<file path="config.mk">
export PLATFORM = sky130hd
export DESIGN_NAME = inst_d
export DESIGN_NICKNAME = d
export VERILOG_FILES = /design/src/rtl/isa_pkg.sv /design/src/rtl/reg_file.sv /design/src/rtl/inst_d.sv
export SDC_FILE = /design/constraint.sdc
export NUM_CORES = 2
export LEC_CHECK = 0
export CAP_MARGIN = 20
export CORE_MARGIN = 4
export CORE_UTILIZATION = 40
export CTS_CLUSTER_DIAMETER = 120
export DETAILED_ROUTE_END_ITERATION = 16
export DONT_BUFFER_PORTS = 1
export SYNTH_ARGS = -nofsm -noshare
export SYNTH_HDL_FRONTEND = slang
export SYNTH_SLANG_ARGS = --single-unit
</file>
<file path="constraint.sdc">
create_clock -name clk -period 4.2 [get_ports clk]
set_input_delay 0.84 -clock clk [delete_from_list [all_inputs] [get_ports clk]]
set_output_delay 0.84 -clock clk [all_outputs]
set_load 0.01 [all_outputs]
</file>
<file path="src/rtl/isa_pkg.sv">
// Shared ISA definitions for the decode stage: opcodes, control bundle,
// instruction field positions and the ID/EX pipeline register layout.
package isa_pkg;

    localparam int REG_W  = 5;
    localparam int OP_LSB = 26;
    localparam int RS_LSB = 21;
    localparam int RT_LSB = 16;
    localparam int RD_LSB = 11;
    localparam int IMM_W  = 16;

    typedef enum logic [5:0] {
        OP_ADD  = 6'b000000,
        OP_ADDI = 6'b000001,
        OP_SUB  = 6'b000010,
        OP_SUBI = 6'b000011,
        OP_MUL  = 6'b000100,
        OP_MULI = 6'b000101,
        OP_OR   = 6'b000110,
        OP_ORI  = 6'b000111,
        OP_AND  = 6'b001000,
        OP_ANDI = 6'b001001,
        OP_XOR  = 6'b001010,
        OP_XORI = 6'b001011,
        OP_LDW  = 6'b001100,
        OP_STW  = 6'b001101,
        OP_BZ   = 6'b001110,
        OP_BEQ  = 6'b001111,
        OP_JR   = 6'b010000,
        OP_HALT = 6'b010001,
        OP_NOP  = 6'b111111
    } opcode_e;

    typedef struct packed {
        logic reg_write;
        logic mem_read;
        logic mem_write;
        logic branch;
        logic halt;
    } ctrl_t;

    typedef struct packed {
        logic             valid;
        logic [5:0]       opcode;
        logic [31:0]      rs_val;
        logic [31:0]      rt_val;
        logic [31:0]      imm;
        logic [REG_W-1:0] dest;
        ctrl_t            ctrl;
        logic [31:0]      pc;
    } id_ex_t;

endpackage

</file>
<file path="src/rtl/reg_file.sv">
// Register file: NREGS x XLEN, two async read ports, one sync write port,
// async active-low clear. Ports: clk, rst, we/waddr/wdata, raddr_a/b -> rdata_a/b.
module reg_file #(
    parameter int NREGS = 32,
    parameter int XLEN  = 32,
    parameter int AW    = $clog2(NREGS)
) (
    input  logic            clk,
    input  logic            rst,
    input  logic            we,
    input  logic [AW-1:0]   waddr,
    input  logic [XLEN-1:0] wdata,
    input  logic [AW-1:0]   raddr_a,
    output logic [XLEN-1:0] rdata_a,
    input  logic [AW-1:0]   raddr_b,
    output logic [XLEN-1:0] rdata_b
);

    logic [XLEN-1:0] regs [NREGS];

    always_ff @(posedge clk or negedge rst) begin
        if (!rst) begin
            for (int i = 0; i < NREGS; i++) regs[i] <= '0;
        end else if (we) begin
            regs[waddr] <= wdata;
        end
    end

    assign rdata_a = regs[raddr_a];
    assign rdata_b = regs[raddr_b];

endmodule

</file>
<file path="src/rtl/inst_d.sv">
// Instruction-decode stage: decodes, reads the register file, drives ID/EX.
// Ports: clk, rst (async low), instruction/pc_in, stall/flush, wb_* write-back,
// rs/rt/rd_f_id + id_dest/reg_write_f_id to fetch, ex_* ID/EX outputs, halted.
// Optional macro ID_WB_BYPASS_EN forwards same-cycle write-back data into rs/rt.
module inst_d
    import isa_pkg::*;
#(
    parameter int NREGS = 32,
    parameter int XLEN  = 32
) (
    input  logic             clk,
    input  logic             rst,
    input  logic [XLEN-1:0]  instruction,
    input  logic [XLEN-1:0]  pc_in,
    input  logic             stall,
    input  logic             flush,
    input  logic             wb_we,
    input  logic [REG_W-1:0] wb_dest,
    input  logic [XLEN-1:0]  wb_data,
    output logic [REG_W-1:0] rs_f_id,
    output logic [REG_W-1:0] rt_f_id,
    output logic [REG_W-1:0] rd_f_id,
    output logic [REG_W-1:0] id_dest,
    output logic             reg_write_f_id,
    output logic             ex_valid,
    output logic [5:0]       ex_opcode,
    output logic [XLEN-1:0]  ex_rs_val,
    output logic [XLEN-1:0]  ex_rt_val,
    output logic [XLEN-1:0]  ex_imm,
    output logic [REG_W-1:0] ex_dest,
    output logic             ex_reg_write,
    output logic             ex_mem_read,
    output logic             ex_mem_write,
    output logic             ex_branch,
    output logic             ex_halt,
    output logic [XLEN-1:0]  ex_pc,
    output logic             halted
);

    logic [5:0]       op_raw;
    logic [REG_W-1:0] rs;
    logic [REG_W-1:0] rt;
    logic [REG_W-1:0] rd;
    logic [XLEN-1:0]  rf_a;
    logic [XLEN-1:0]  rf_b;
    logic [XLEN-1:0]  rs_val;
    logic [XLEN-1:0]  rt_val;
    logic [XLEN-1:0]  imm;
    opcode_e          op;
    ctrl_t            ctrl;
    logic [REG_W-1:0] dest;
    id_ex_t           ex_q;
    logic             halted_q;

    assign op_raw = instruction[OP_LSB +: 6];
    assign rs     = instruction[RS_LSB +: REG_W];
    assign rt     = instruction[RT_LSB +: REG_W];
    assign rd     = instruction[RD_LSB +: REG_W];
    assign imm    = {{(XLEN-IMM_W){instruction[IMM_W-1]}},
                     instruction[IMM_W-1:0]};

    assign rs_f_id = rs;
    assign rt_f_id = rt;
    assign rd_f_id = rd;

    reg_file #(
        .NREGS (NREGS),
        .XLEN  (XLEN),
        .AW    (REG_W)
    ) u_rf (
        .clk     (clk),
        .rst     (rst),
        .we      (wb_we),
        .waddr   (wb_dest),
        .wdata   (wb_data),
        .raddr_a (rs),
        .rdata_a (rf_a),
        .raddr_b (rt),
        .rdata_b (rf_b)
    );

`ifdef ID_WB_BYPASS_EN
    assign rs_val = (wb_we && wb_dest == rs) ? wb_data : rf_a;
    assign rt_val = (wb_we && wb_dest == rt) ? wb_data : rf_b;
`else
    assign rs_val = rf_a;
    assign rt_val = rf_b;
`endif

    // Unrecognised opcodes fall through to the NOP defaults.
    always_comb begin
        op   = OP_NOP;
        ctrl = '0;
        dest = '0;
        unique case (op_raw)
            OP_ADD, OP_SUB, OP_MUL, OP_OR, OP_AND, OP_XOR: begin
                op             = opcode_e'(op_raw);
                ctrl.reg_write = 1'b1;
                dest           = rd;
            end
            OP_ADDI, OP_SUBI, OP_MULI, OP_ORI, OP_ANDI, OP_XORI: begin
                op             = opcode_e'(op_raw);
                ctrl.reg_write = 1'b1;
                dest           = rt;
            end
            OP_LDW: begin
                op             = OP_LDW;
                ctrl.reg_write = 1'b1;
                ctrl.mem_read  = 1'b1;
                dest           = rt;
            end
            OP_STW: begin
                op             = OP_STW;
                ctrl.mem_write = 1'b1;
            end
            OP_BZ, OP_BEQ, OP_JR: begin
                op          = opcode_e'(op_raw);
                ctrl.branch = 1'b1;
            end
            OP_HALT: begin
                op        = OP_HALT;
                ctrl.halt = 1'b1;
            end
            default: ;
        endcase
    end

    always_ff @(posedge clk or negedge rst) begin
        if (!rst) begin
            ex_q     <= '0;
            halted_q <= 1'b0;
        end else if (flush || halted_q || stall) begin
            ex_q <= '0;
        end else begin
            ex_q.valid  <= 1'b1;
            ex_q.opcode <= op;
            ex_q.rs_val <= rs_val;
            ex_q.rt_val <= rt_val;
            ex_q.imm    <= imm;
            ex_q.dest   <= dest;
            ex_q.ctrl   <= ctrl;
            ex_q.pc     <= pc_in;
            if (ctrl.halt) halted_q <= 1'b1;
        end
    end

    assign ex_valid       = ex_q.valid;
    assign ex_opcode      = ex_q.opcode;
    assign ex_rs_val      = ex_q.rs_val;
    assign ex_rt_val      = ex_q.rt_val;
    assign ex_imm         = ex_q.imm;
    assign ex_dest        = ex_q.dest;
    assign ex_reg_write   = ex_q.ctrl.reg_write;
    assign ex_mem_read    = ex_q.ctrl.mem_read;
    assign ex_mem_write   = ex_q.ctrl.mem_write;
    assign ex_branch      = ex_q.ctrl.branch;
    assign ex_halt        = ex_q.ctrl.halt;
    assign ex_pc          = ex_q.pc;
    assign halted         = halted_q;
    assign id_dest        = ex_q.dest;
    assign reg_write_f_id = ex_q.valid & ex_q.ctrl.reg_write;

endmodule
</file>
# After elaboration in Yosys (flattened, before gate mapping)
# Index checks and enable logic that the tools add are counted.
[totals]
reg_bits = 1170
latchBits = 0
ram_bits = 0
romBits = 0
input_bits = 106
n_memories = 0
[op_classes]
add_sub_neg = 0
multipliers = 0
div = 0
n_lt_le_gt_ge = 4
n_eq_ne = 17
shifts = 0
n_mux = 17
bitwise = 5
n_reduce_logical = 10
[ops]
columns = ["cell", "n"]
rows = [
  ["$bwmux W1024", 1],
  ["$bmux W32 S5", 2],
  ["$demux W32 S5", 1],
  ["$mux W32", 5],
  ["$mux W145", 1],
  ["$eq A6 B4 Y1 const B", 8],
  ["$eq A6 B3 Y1 const B", 4],
  ["$pmux W6 S4", 1],
  ["$ge A6 B6 Y1 const B", 3],
  ["$not A5 Y6", 3],
  ["$reduce_or A15 Y1", 1],
  ["$reduce_or A13 Y1", 1],
  ["$eq A6 B2 Y1 const B", 2],
  ["$eq A6 B5 Y1 const B", 2],
  ["$pmux W5 S2", 1],
  ["$reduce_or A7 Y1", 1],
  ["$eq A6 B1 Y1 const B", 1],
  ["$logic_not A6 Y1", 1],
  ["$lt A6 B1 Y1 const B", 1],
  ["$reduce_or A6 Y1", 1],
  ["$mux W1", 5],
  ["$reduce_or A3 Y1", 1],
  ["$logic_or A1 B1 Y1", 2],
  ["$reduce_and A2 Y1", 1],
  ["other kinds (3)", 3],
]

# Logic depth before layout (Yosys ltp)
[depth]
depth_word = 6
ltp_mapped = 9
depth_no_buf = 5

# Hierarchy
# From an unflattened synthesis, not the netlist that was laid out.
[hier_totals]
hier_cells = 4943
area_unflattened_um2 = 60887.1
[by_module_without_submodules]
columns = ["mod", "instances", "cells_each", "area_per_inst_um2", "seq_area_each_um2"]
rows = [
  ["reg_file", 1, 4605, 56245.2, 25624.6],
  ["inst_d", 1, 338, 4642.0, 3253.1],
]

# Least setup slack after synthesis
# OpenSTA, ideal clock, no wires.
[synth_timing]
path_kind = "input-to-reg"
from = "input port instruction[17]"
to = "register ex_q (netlist bit ex_rt_val[10])"
arrival_time_ns = 2.476
required_ns = 4.064
path_slack_ns = 1.588
cell_stages = 7
n_path_buf = 3
cell_sequence = "buf_2 > buf_2 > clkbuf_1 > mux4_2 > mux4_2 > o22ai_1 > nor3_1"
[synth_via]
elab_chain_cells = 5
[synth_lines]
columns = ["element", "line_no", "source"]
rows = [
  ["from (decl)", "inst_d.sv:13", "input logic [XLEN-1:0] instruction,"],
  ["$not A5 Y6 (implied by the code)", "reg_file.sv:30", "assign rdata_b = regs[raddr_b];"],
  ["$bmux W32 S5", "reg_file.sv:30", ""],
  ["$mux W32 (implied by the code) (2 in a row)", "reg_file.sv:30", ""],
  ["$mux W145", "inst_d.sv:132", "end else if (flush || halted_q || stall) begin"],
  ["to (decl)", "inst_d.sv:52", "id_ex_t ex_q;"],
]
# Every way passes these cells. The select of a mux whose other input is x is not followed.
# A chain may end at the register's enable or synchronous reset.

# Worst setup path after layout
[layout_timing]
from = "input port instruction[16]"
to = "register ex_q (netlist bit ex_rt_val[26])"
# The elaborated chain is that of the path after synthesis.

==> run metrics <==
Clock Latency Late Sink=between 700 and 800 ps; Worst Reg-to-Reg Cells=4; Filler Cell Count=12780; Post-Synth Adder-Cell Area=0%; I/O Buffers=0; Overflow after GRT=0; main combinational cell family by area after synthesis=multiplexers; Remaining DRCs=0; crit-path most repeated cell=mux4_2; mapped cell area=0.05853 mm^2; WP buf/inv=0; DR vias=about 35000; global-route wire length before repair=253700 um; Post-synth EDFFs=0; WL/cell=between 30 and 40 um; Max rail drop VDD=0.3611 mV; Final Max Tran Viols=44; crit-path max FO=322; crit path kind=input port to flop; # setup viols final=0; drt pass-1 iters=5; Max Clk Rate=~0.36 GHz; Post-Syn Instances=3833; most frequent cells in the layout=dfrtp_1, mux2_2, mux4_2; Yosys reg bits=1154; largest net degree at the start of global routing=1155; Largest stage delay, worst path=950 ps; CTS clk-pin slew, worst paths=60 ps; die width=390.5 um; sequential share of the synthesized area=between 40% and 50%; CTS max path bufs=3; compound-gate portion of the synthesized area=3.593%; Worst EP required=4810 ps; Top-Level Pins=273; share of cells above drive strength 1=48.07%; P_leak=approximately 28 nW; total die area=~0.15 mm^2; failing checks=slew limit; Pwr per Cell Area=slightly below 500 mW/mm^2; row count=140; CP delay by family, top=multiplexers; core area=~0.15 mm^2; number of CTS-inserted buffers=135; post-place setup slack=1209 ps; asr flop ratio synth=100.0%; Syn-to-layout area delta=9.983%; critical path endpoint category=flop; Final WS setup=roughly 1400 ps; non-filler cells, final=5623; worst clock skew=24.01 ps; TNS Setup=0 ps; Hold Path Class=input port to asynchronous set/reset pin; worst r2r src=halted; Slew @ Worst Pin=between 1500 and 2000 ps; post-CTS resize count=0; Via-to-Cell Ratio=roughly 6.2; clk root buf=clkbuf_16; H-Tree Depth=4; post-DP HPWL=roughly 91000 um; fraction of synthesized area in multiplexers=around two fifths; Critical-path top delay cell=mux4_2; Global Route Usage Sum=22.58%; Max transition margin=-3.919%; fin crit share=67.05%; CP Depth=4; Final Hold Fails=0; Initial Utilization=40.21%; initial antenna violation count=1; FF+latch area=0.02888 mm^2; max-cap viol count=0; ys flop type=dfrtp_1; CP Launch Type=input port; commonest non-fill, non-tap cell in the layout=dfrtp_1; DRT iter0 DRCs=2924; Synth Warn #=0; area of the multi-input gates=0.02790 mm^2; Cell Chain, Critical Path=mux4_2 -> mux4_2 -> o22ai_1 -> nor3_1; Routed Wire Length=172700 um; postcts setup bufs=0; final core utilization=44.22%; final net count=3705; XOR/XNOR Fraction of Synth Area=0%; Die H=390.5 um; status=complete, but fails checks; Syn Nets=3939; Post-DRT Antenna Nets=0; syn avg cell area=15.27 um^2; Cell variety after synth=39; Crit path arrival time=3430 ps; unrepaired setup endpoints after global routing=false; fin crit period=roughly 2800 ps; Clock Sinks=1154; FF-to-FF End=ex_rs_val[27]; CTS tree=done; GP Congestion=0.7623; vias in the first global route=roughly 36000; placed cell count=5371; FF-to-FF setup slack=roughly 1800 ps; simple-gate share of the synthesized area=1.616%
==> final cells by class <==
class	count	area share, %
antenna	1	0.003887
clock buffer	204	6.344
clock inverter	39	0.7036
inverter	4	0.02721
multi-input combinational	2241	43.34
sequential	1154	44.86
tap	1917	3.726
timing repair buffer	63	0.9913
==> worst reg2reg max path, delay by kind of cell (launching register included) <==
family | cells | cell delay, ps
flops | 1 | 430
compound gates | 2 | 800
simple gates | 1 | 700
buf+inv | 1 | 330
==> cell usage after synthesis, types with 2 or more instances <==
cell type | number | area, um^2
clkbuf_1 | 221 | 829.6
and3_1 | 2 | 12.51
o21ai_1 | 19 | 95.09
a22oi_1 | 96 | 720.7
dfrtp_1 | 1154 | 28880
nor2_1 | 32 | 120.1
buf_2 | 87 | 435.4
and2_1 | 52 | 325.3
mux4_2 | 448 | 10090
a221o_1 | 32 | 320.3
o22ai_1 | 32 | 200.2
nor3b_1 | 4 | 30.03
nor3_1 | 36 | 180.2
o21ai_0 | 7 | 35.03
mux2i_1 | 256 | 2562
nand3b_1 | 4 | 30.03
buf_1 | 58 | 217.7
a22o_1 | 4 | 35.03
nor4_1 | 2 | 12.51
nand2_1 | 39 | 146.4
mux2_1 | 51 | 574.3
a221oi_1 | 23 | 201.4
buf_4 | 57 | 427.9
a31oi_1 | 33 | 206.5
nand3_1 | 3 | 15.01
or2_2 | 2 | 12.51
nor2b_1 | 5 | 31.28
a21oi_1 | 37 | 185.2
buf_6 | 11 | 123.9
inv_1 | 4 | 15.01
mux2_2 | 1006 | 11330
o2111ai_1 | 9 | 78.83
==> metal layers <==
layer  wire length (um)  global-route usage, %
met2              79370                  34.46
met3              13300                  6.380
met4               5153                  7.194
met5                  0                      0
met1              74850                  31.34
==> registers in the layout (all words and copies together) (netlist names) <==
signal,count
ex_imm,16
ex_pc,32
ex_branch,1
ex_valid,1
ex_rs_val,32
ex_opcode,6
ex_dest,5
ex_reg_write,1
ex_halt,1
ex_mem_read,1
ex_rt_val,32
u_rf.regs,1024
ex_mem_write,1
halted,1
==> cells by family (layout without fill, tap and decap cells) <==
group,Yosys count,count (layout)
multiplexers,1761,1761
buffers and inverters,438,310
AND/OR/NAND/NOR,185,185
flip-flops,1154,1154
other,0,1
AO/OA/AOI/OAI,295,295
==> where the power goes <==
part / switching (W) / total, W / leakage, nW / internal, W
registers: 0.00151 / 0.0146 / 14.8 / 0.0131
clock network: 0.00481 / 0.0120 / 2.24 / 0.00721
logic: 0.00165 / 0.00509 / 10.9 / 0.00343
total: 0.00797 / 0.0317 / 28.0 / 0.0238
==> worst max path at each step <==
stage,from,to,slack (ps)
floorplan,instruction[17],ex_rt_val[10],1590
global placement,wb_dest[1],u_rf.regs[891],790
detailed placement,instruction[22],ex_rs_val[23],1210
CTS,ex_imm[30],ex_imm[26],1600
global route,rst,u_rf.regs[906],1300
finish,instruction[16],ex_rt_val[26],1380
==> metrics by stage <==
stage	hold WS, ps	area [um^2]	power (W)
6_report	63.72	64370	0.03174
5_1_grt	107.3	64370	0.03312
4_1_cts	-275.5	64170	0.03175
3_5_place_dp	492.2	59630	0.01962
3_3_place_gp	488.8	59630	0.01944
2_1_floorplan	470.5	58530	0.01876
Note: power is estimated with default switching activity, not from simulation.
